$ cat src/rtl/muldiv_pkg.sv
// Shared types and constants for the multi-cycle multiply/divide engine.
// The FUNC_* request codes mirror the ALU's mulalu_func encoding.
package muldiv_pkg;

    typedef enum logic [1:0] {
        IDLE,
        CALC,
        FIX,
        DONE
    } state_t;

    typedef enum logic {
        OP_MUL,
        OP_DIV
    } op_t;

    localparam int DATA_W_DEF = 32;
    localparam int ITERS      = DATA_W_DEF;

    localparam logic [DATA_W_DEF-1:0] DIV0_QUOT = '1;

    localparam logic [4:0] FUNC_NONE = 5'b00000;
    localparam logic [4:0] FUNC_MUL  = 5'b11000;
    localparam logic [4:0] FUNC_DIV  = 5'b11010;

endpackage

$ cat src/rtl/muldiv_signfix.sv
// Conditional two's-complement negation for the multiply/divide engine.
// Used on the way in to take operand magnitudes and on the way out to
// restore result signs. With 'joint' set, the two halves are negated as one
// double-width value under 'neg_lo'; otherwise each half negates on its own.
module muldiv_signfix #(
    parameter int W = 32
) (
    input  logic [W-1:0] in_hi,
    input  logic [W-1:0] in_lo,
    input  logic         neg_hi,
    input  logic         neg_lo,
    input  logic         joint,
    output logic [W-1:0] out_hi,
    output logic [W-1:0] out_lo
);

    logic [2*W-1:0] wide_neg;

    assign wide_neg = -{in_hi, in_lo};

    // Select pass-through, per-half negate or full double-width negate
    always_comb begin
        out_hi = in_hi;
        out_lo = in_lo;
        if (joint) begin
            if (neg_lo) begin
                {out_hi, out_lo} = wide_neg;
            end
        end else begin
            if (neg_hi) begin
                out_hi = -in_hi;
            end
            if (neg_lo) begin
                out_lo = -in_lo;
            end
        end
    end

endmodule

$ cat src/rtl/muldiv_unit.sv
// Multi-cycle multiply/divide engine for the EX stage.
// Iterative shift-add multiply and restoring divide on operand magnitudes,
// one bit per cycle, followed by a sign-fix cycle and a one-cycle HI/LO
// write strobe. Define MULDIV_FAST_MUL_EN to compute MUL in a single CALC
// cycle with a native multiplier; DIV is always iterative.
module muldiv_unit
    import muldiv_pkg::*;
#(
    parameter int DATA_W = DATA_W_DEF
) (
    input  logic              clk,
    input  logic              rst,
    input  logic              flush,
    input  logic [4:0]        mulalu_func,
    input  logic              mulalu_sign,
    input  logic [DATA_W-1:0] source_a,
    input  logic [DATA_W-1:0] source_b,
    output logic              busy,
    output logic              hi_write,
    output logic [DATA_W-1:0] hi_write_data,
    output logic              lo_write,
    output logic [DATA_W-1:0] lo_write_data
);

    state_t state, next_state;
    op_t    op;

    logic              res_sign, rem_sign, div0;
    logic [DATA_W-1:0] acc_hi, acc_lo, opnd;
    logic [5:0]        count;
    logic              accept, calc_last, is_req;
    logic              sign_a, sign_b;
    logic [DATA_W-1:0] abs_a, abs_b, fix_hi, fix_lo;
    logic [DATA_W:0]   mul_sum, div_shift, div_trial;

    assign is_req = (mulalu_func == FUNC_MUL) || (mulalu_func == FUNC_DIV);
    assign accept = ((state == IDLE) || (state == DONE)) && !flush && is_req;
    assign busy   = (state == CALC) || (state == FIX);

    assign sign_a = mulalu_sign & source_a[DATA_W-1];
    assign sign_b = mulalu_sign & source_b[DATA_W-1];

`ifdef MULDIV_FAST_MUL_EN
    assign calc_last = (op == OP_MUL) || (count == 6'(DATA_W - 1));
`else
    assign calc_last = (count == 6'(DATA_W - 1));
`endif

    // One multiply step adds the multiplicand when the multiplier LSB is set;
    // one divide step shifts a dividend bit into the remainder and trials it.
    assign mul_sum   = {1'b0, acc_hi} + {1'b0, (acc_lo[0] ? opnd : '0)};
    assign div_shift = {acc_hi, acc_lo[DATA_W-1]};
    assign div_trial = div_shift - {1'b0, opnd};

    muldiv_signfix #(.W(DATA_W)) u_signfix_in (
        .in_hi  (source_a),
        .in_lo  (source_b),
        .neg_hi (sign_a),
        .neg_lo (sign_b),
        .joint  (1'b0),
        .out_hi (abs_a),
        .out_lo (abs_b)
    );

    muldiv_signfix #(.W(DATA_W)) u_signfix_out (
        .in_hi  (acc_hi),
        .in_lo  (acc_lo),
        .neg_hi (rem_sign),
        .neg_lo (res_sign),
        .joint  (op == OP_MUL),
        .out_hi (fix_hi),
        .out_lo (fix_lo)
    );

    // State register
    always_ff @(posedge clk) begin
        if (rst) begin
            state <= IDLE;
        end else begin
            state <= next_state;
        end
    end

    // Next-state logic; flush cancels everything and drops same-cycle requests
    always_comb begin
        next_state = state;
        if (flush) begin
            next_state = IDLE;
        end else begin
            case (state)
                IDLE:    if (accept) next_state = CALC;
                CALC:    if (calc_last) next_state = FIX;
                FIX:     next_state = DONE;
                DONE:    next_state = accept ? CALC : IDLE;
                default: next_state = IDLE;
            endcase
        end
    end

    // Operand capture at accept and the per-cycle arithmetic during CALC.
    // Multiply keeps the product in acc_hi:acc_lo with the multiplier shifting
    // out of acc_lo; divide keeps the remainder in acc_hi and the quotient
    // shifting into acc_lo as dividend bits shift out.
    always_ff @(posedge clk) begin
        if (rst) begin
            op       <= OP_MUL;
            res_sign <= 1'b0;
            rem_sign <= 1'b0;
            div0     <= 1'b0;
            acc_hi   <= '0;
            acc_lo   <= '0;
            opnd     <= '0;
            count    <= '0;
        end else if (accept) begin
            count    <= '0;
            acc_hi   <= '0;
            res_sign <= sign_a ^ sign_b;
            rem_sign <= sign_a;
            div0     <= (source_b == '0);
            if (mulalu_func == FUNC_MUL) begin
                op     <= OP_MUL;
                opnd   <= abs_a;
                acc_lo <= abs_b;
            end else begin
                op     <= OP_DIV;
                opnd   <= abs_b;
                acc_lo <= abs_a;
            end
        end else if (state == CALC) begin
            count <= count + 6'd1;
            if (op == OP_MUL) begin
`ifdef MULDIV_FAST_MUL_EN
                {acc_hi, acc_lo} <= {{DATA_W{1'b0}}, opnd} * {{DATA_W{1'b0}}, acc_lo};
`else
                {acc_hi, acc_lo} <= {mul_sum, acc_lo[DATA_W-1:1]};
`endif
            end else if (!div_trial[DATA_W]) begin
                acc_hi <= div_trial[DATA_W-1:0];
                acc_lo <= {acc_lo[DATA_W-2:0], 1'b1};
            end else begin
                acc_hi <= div_shift[DATA_W-1:0];
                acc_lo <= {acc_lo[DATA_W-2:0], 1'b0};
            end
        end
    end

    // Registered write strobes and data; data is captured leaving FIX and
    // held afterwards. Divide by zero forces the all-ones quotient while the
    // remainder path already reproduces the original dividend.
    always_ff @(posedge clk) begin
        if (rst) begin
            hi_write      <= 1'b0;
            lo_write      <= 1'b0;
            hi_write_data <= '0;
            lo_write_data <= '0;
        end else begin
            hi_write <= (state == FIX) && !flush;
            lo_write <= (state == FIX) && !flush;
            if ((state == FIX) && !flush) begin
                hi_write_data <= fix_hi;
                lo_write_data <= ((op == OP_DIV) && div0) ? DIV0_QUOT : fix_lo;
            end
        end
    end

endmodule
$ cat config.mk
export PLATFORM = sky130hd
export DESIGN_NAME = muldiv_unit
export DESIGN_NICKNAME = d
export VERILOG_FILES = /design/src/rtl/muldiv_pkg.sv /design/src/rtl/muldiv_signfix.sv /design/src/rtl/muldiv_unit.sv
export SDC_FILE = /design/constraint.sdc
export NUM_CORES = 1
export LEC_CHECK = 0
export BUFFER_PORTS_ARGS = -buffer_cell sky130_fd_sc_hd__buf_2
export CORE_UTILIZATION = 55
export CTS_BUF_LIST = sky130_fd_sc_hd__clkbuf_8
export CTS_CLUSTER_DIAMETER = 60
export DETAILED_ROUTE_END_ITERATION = 7
export GPL_TIMING_DRIVEN = 0
export PLACE_DENSITY = 0.75
export SYNTH_ARGS = -nofsm -noshare
export SYNTH_HDL_FRONTEND = slang
export SYNTH_HIERARCHICAL = 1
export SYNTH_SLANG_ARGS = --single-unit
$ cat constraint.sdc
create_clock -name clk -period 9.1 [get_ports clk]
set_input_delay 2.275 -clock clk [delete_from_list [all_inputs] [get_ports clk]]
set_output_delay 2.275 -clock clk [all_outputs]
set_load 0.05 [all_outputs]
==> flow_metrics.py <==
metrics = {
    "yosys": {
        "synth_compound_area_share_pct": 22.4,
        "yosysSeqAreaShare_pct": 23.4,
        "synth_top_area_cell": "dfxtp_1",
        "synth-simple-area-share_pct": 23.6,
        "netlist_instances": 1978,
        "synth_ff_type": "dfxtp_1",
        "yosys.cell_types.count": 77,
        "synth-async-reset-ratio_pct": 0,
        "synth_top_family_by_area": "simple AND/OR/NAND/NOR gates",
        "yosysWarnings": 6,
        "ys_seq_elements": 173,
        "synthMuxAreaShare_pct": 8.73,
        "synth_area_leaders": "dfxtp_1, mux2i_1, xnor2_1",
        "synth_xor_area_share_pct": 10.7,
        "avgSynthCellArea_sq_um": 7.47,
        "yosysTopAreaCellShare_pct": 23.4,
        "synthAdderAreaFrac_pct": 6.45,
        "synth_edf_count": 0,
        "synth_area_sq_mm": 0.0148,
    },
    "place": {
        "dp_hpwl_microns": 38300,
        "dpl_worst_slack_ns": 3.49,
        "gp_congestion": 0.991,
        "portBuffers": 139,
    },
    "worst_setup_path": {
        "required_ns": 9.49,
        "crit_type": "in2reg",
        "crit_chain": "buf_2, or4_1, or4_4, buf_6, or3_1, buf_6, nor2_1, a31oi_1, nor3_1, mux2i_1, a211oi_1",
        "r2r_cells": 13,
        "critPathLaunchType": "input port",
        "reg2reg_slack_ns": 4.77,
        "arrival_ns": 5.63,
        "crit_path_end_kind": "flop",
        "crit_path_max_fanout": 8,
        "max_stage_delay_ns": 0.61,
        "startpoint": "source_b[0]",
        "timing.rr.start": "acc_lo[0]",
        "crit_top_cell": "buf_6",
        "r2r-end": "acc_hi[30]",
        "cp_slowest_cell": "or4_1",
        "crit_path_end": "acc_lo[29]",
    },
    "detailed_routing": {
        "drc": 2,
        "wirelength_microns": 49000,
        "drt-initial-drc-count": 1442,
        "dr.pass1.iters": 7,
        "ant_nets": 0,
        "wire_per_inst_microns": 19.7,
        "post_drt_via_cell_ratio": 6.20,
        "vias": 15444,
    },
    "timing": {
        "setup_tns_ns": 0,
        "hold_violations": 0,
        "timing.hold.ws_ns": 0.462,
        "finalClockSkew_ns": 0.0243,
        "finalCritPeriodShare_pct": 57.5,
        "max_freq_mhz": 191,
        "fin_crit_ns": 5.23,
        "setup_violations": 0,
        "rsz0062_at_grt": "false",
        "tightest_slew_ns": 1.23,
        "max_slew_margin_pct": 17.6,
        "setup_ws_ns": 3.87,
        "drv_slew": 0,
    },
    "floorplanning": {
        "die_h_microns": 166,
        "rows": 59,
        "ios": 140,
        "fp.dieArea_sq_mm": 0.0275,
        "start_util_pct": 56.4,
        "fp.dieW_microns": 166,
        "core_area_sq_mm": 0.0262,
    },
    "pwr": {
        "p_sw_w": 0.000680,
        "p_clk_share_pct": 31.6,
        "p_per_area_mw_per_mm2": 113,
        "vdd_drop_max_uv": 91.4,
        "swShare_pct": 36.8,
        "p_comb_share_pct": 26.0,
        "p_leak_nw": 6.55,
        "intPower_w": 0.00117,
        "seq_power_share_pct": 42.4,
    },
    "grt": {
        "grt_max_degree": 22,
        "grt_pass1_vias": 14560,
        "grt_overflow": 0,
        "grt_usage_pct": 35.3,
        "grt_pass1_wl_microns": 77800,
        "grt_antenna_before_repair": 0,
    },
    "hold_path": {
        "hold_path_class": "reg2reg",
        "hold_start": "hi_write_data[16]",
    },
    "layout": {
        "nNetsFinal": 2289,
        "diodes": 0,
        "areaGrowthSynthToFinish_pct": 10.7,
        "multi_input_area_sq_mm": 0.0106,
        "regArea_sq_mm": 0.00346,
        "drive_above_1_share_pct": 10.2,
        "final.fill_count": 2483,
        "finish.utilization_pct": 62.4,
    },
    "flow_run": {
        "max_cap_violations": 0,
    },
    "cts": {
        "cts_num_sinks": 173,
        "clk-insertion-delay-late_ns": 0.49,
        "root_buffer": "clkbuf_8",
        "clockBufferDepth": 2,
        "tritoncts": "done",
        "post_cts_buffers": 0,
        "cts_hold_buf": 0,
        "cts_resized": 0,
        "clk_pin_slew_ns": 0.12,
        "htreeDepth": 4,
        "numCtsBuffers": 17,
    },
    "status": {
        "outcome": "complete, but fails checks",
        "violations": "design-rule violations",
    },
}
[logic make-up after synthesis]
group           Yosys count
simple gates            736
compound gates          521
xor+xnor                180
flops                   173
buf+inv                 165
mux                     127
fa+ha+maj                75
other cells               1
[power groups by stage]
stage,Combinational (W),Sequential [W],Clock (W)
after floorplan,0.000321,0.000792,0
after detailed placement,0.000464,0.000799,0
final,0.000480,0.000783,0.000585
after global routing,0.000515,0.000784,0.000616
after global placement,0.000460,0.000799,0
after CTS,0.000468,0.000782,0.000588
[worst max-delay path, delay by kind of cell]
kind	cells	cell delay, ns
simple gates	5	2.21
mux	1	0.23
buf+inv	3	0.43
compound gates	2	0.49
[stage by stage]
step	power, W	cells	instance area (sq um)
final	0.00185	2489	16400
after detailed placement	0.00126	2457	15900
after CTS	0.00184	2489	16400
after global placement	0.00126	2457	15900
after floorplan	0.00111	1983	14800
after global routing	0.00192	2489	16400
[routing by layer]
metal,global-route usage (%),wire length [microns],vias to the layer above
li1,-,-,7429
met1,45.6,20900,7196
met2,58.9,22300,690
met3,4.29,3530,129
met4,16.2,2240,0
met5,0,0,-
[synthesized netlist by cell type (7+ instances only)]
master    instances
and3_1           12
or3_1            24
dfxtp_1         173
nor2_1          261
xor2_1           67
o31ai_1          28
a21oi_1         168
o21ai_1          10
inv_1            56
and2_1           40
o21ai_0         100
o21a_1           13
a211oi_1         81
nand3_1          25
or4_1            16
a21o_1           24
nand2_1         171
o41ai_1           7
mux2_1           15
nor2b_1          10
buf_6             7
nand4_1          15
clkbuf_1         69
mux2i_1         111
a31oi_1          21
nor4_1           31
o211ai_1          7
buf_1            26
nand2b_1         19
xnor2_1         112
ha_1             73
nor3_1           81
[sequential cells by signal (all words and copies together), names as in the netlist]
| signal | count |
|---|---|
| count | 6 |
| state | 2 |
| div0 | 1 |
| op | 1 |
| res_sign | 1 |
| hi_write_data | 32 |
| lo_write | 1 |
| opnd | 32 |
| acc_hi | 32 |
| rem_sign | 1 |
| lo_write_data | 32 |
| acc_lo | 32 |
[cell usage in the layout, fill, tap and decap left out, drive strengths merged, types with 6 or more instances in the layout]
| cell type | netlist | final |
|---|---|---|
| nor2 | 261 | 261 |
| buf | 39 | 178 |
| dfxtp | 173 | 173 |
| nand2 | 171 | 171 |
| a21oi | 169 | 169 |
| xnor2 | 112 | 112 |
| o21ai | 112 | 112 |
| mux2i | 111 | 111 |
| clkbuf | 69 | 86 |
| nor3 | 85 | 85 |
| a211oi | 82 | 82 |
| ha | 73 | 73 |
| xor2 | 68 | 68 |
| inv | 56 | 61 |
| and2 | 40 | 40 |
| nor4 | 31 | 31 |
| o31ai | 30 | 30 |
| nand3 | 25 | 25 |
| or3 | 24 | 24 |
| a21o | 24 | 24 |
| a31oi | 22 | 22 |
| or4 | 22 | 22 |
| nand2b | 19 | 19 |
| mux2 | 16 | 16 |
| nand4 | 15 | 15 |
| o21a | 13 | 13 |
| and3 | 12 | 12 |
| clkinv | 1 | 11 |
| nor2b | 10 | 10 |
| o41ai | 9 | 9 |
| o211ai | 7 | 7 |
| or2 | 7 | 7 |
| a21boi | 6 | 6 |
| conb | 1 | 6 |
[worst min path at each step]
stage               cells past startpoint  slack [ns]                 to
floorplan                               2        0.43           res_sign
global placement                        2        0.44  hi_write_data[19]
detailed placement                      2        0.45  hi_write_data[15]
CTS                                     2        0.46           res_sign
global route                            2        0.48  hi_write_data[23]
finish                                  2        0.46  hi_write_data[16]
[area by class of cell]
| type | count | area share, % |
|---|---|---|
| Clock buffer | 17 | 1.43 |
| Inverter | 57 | 1.31 |
| Multi-Input combinational cell | 1645 | 65.0 |
| Timing Repair Buffer | 139 | 4.25 |
| Buffer | 108 | 2.94 |
| Clock inverter | 15 | 1.31 |
| Tap cell | 335 | 2.56 |
| Sequential cell | 173 | 21.2 |
(Power assumes the default switching activity.)
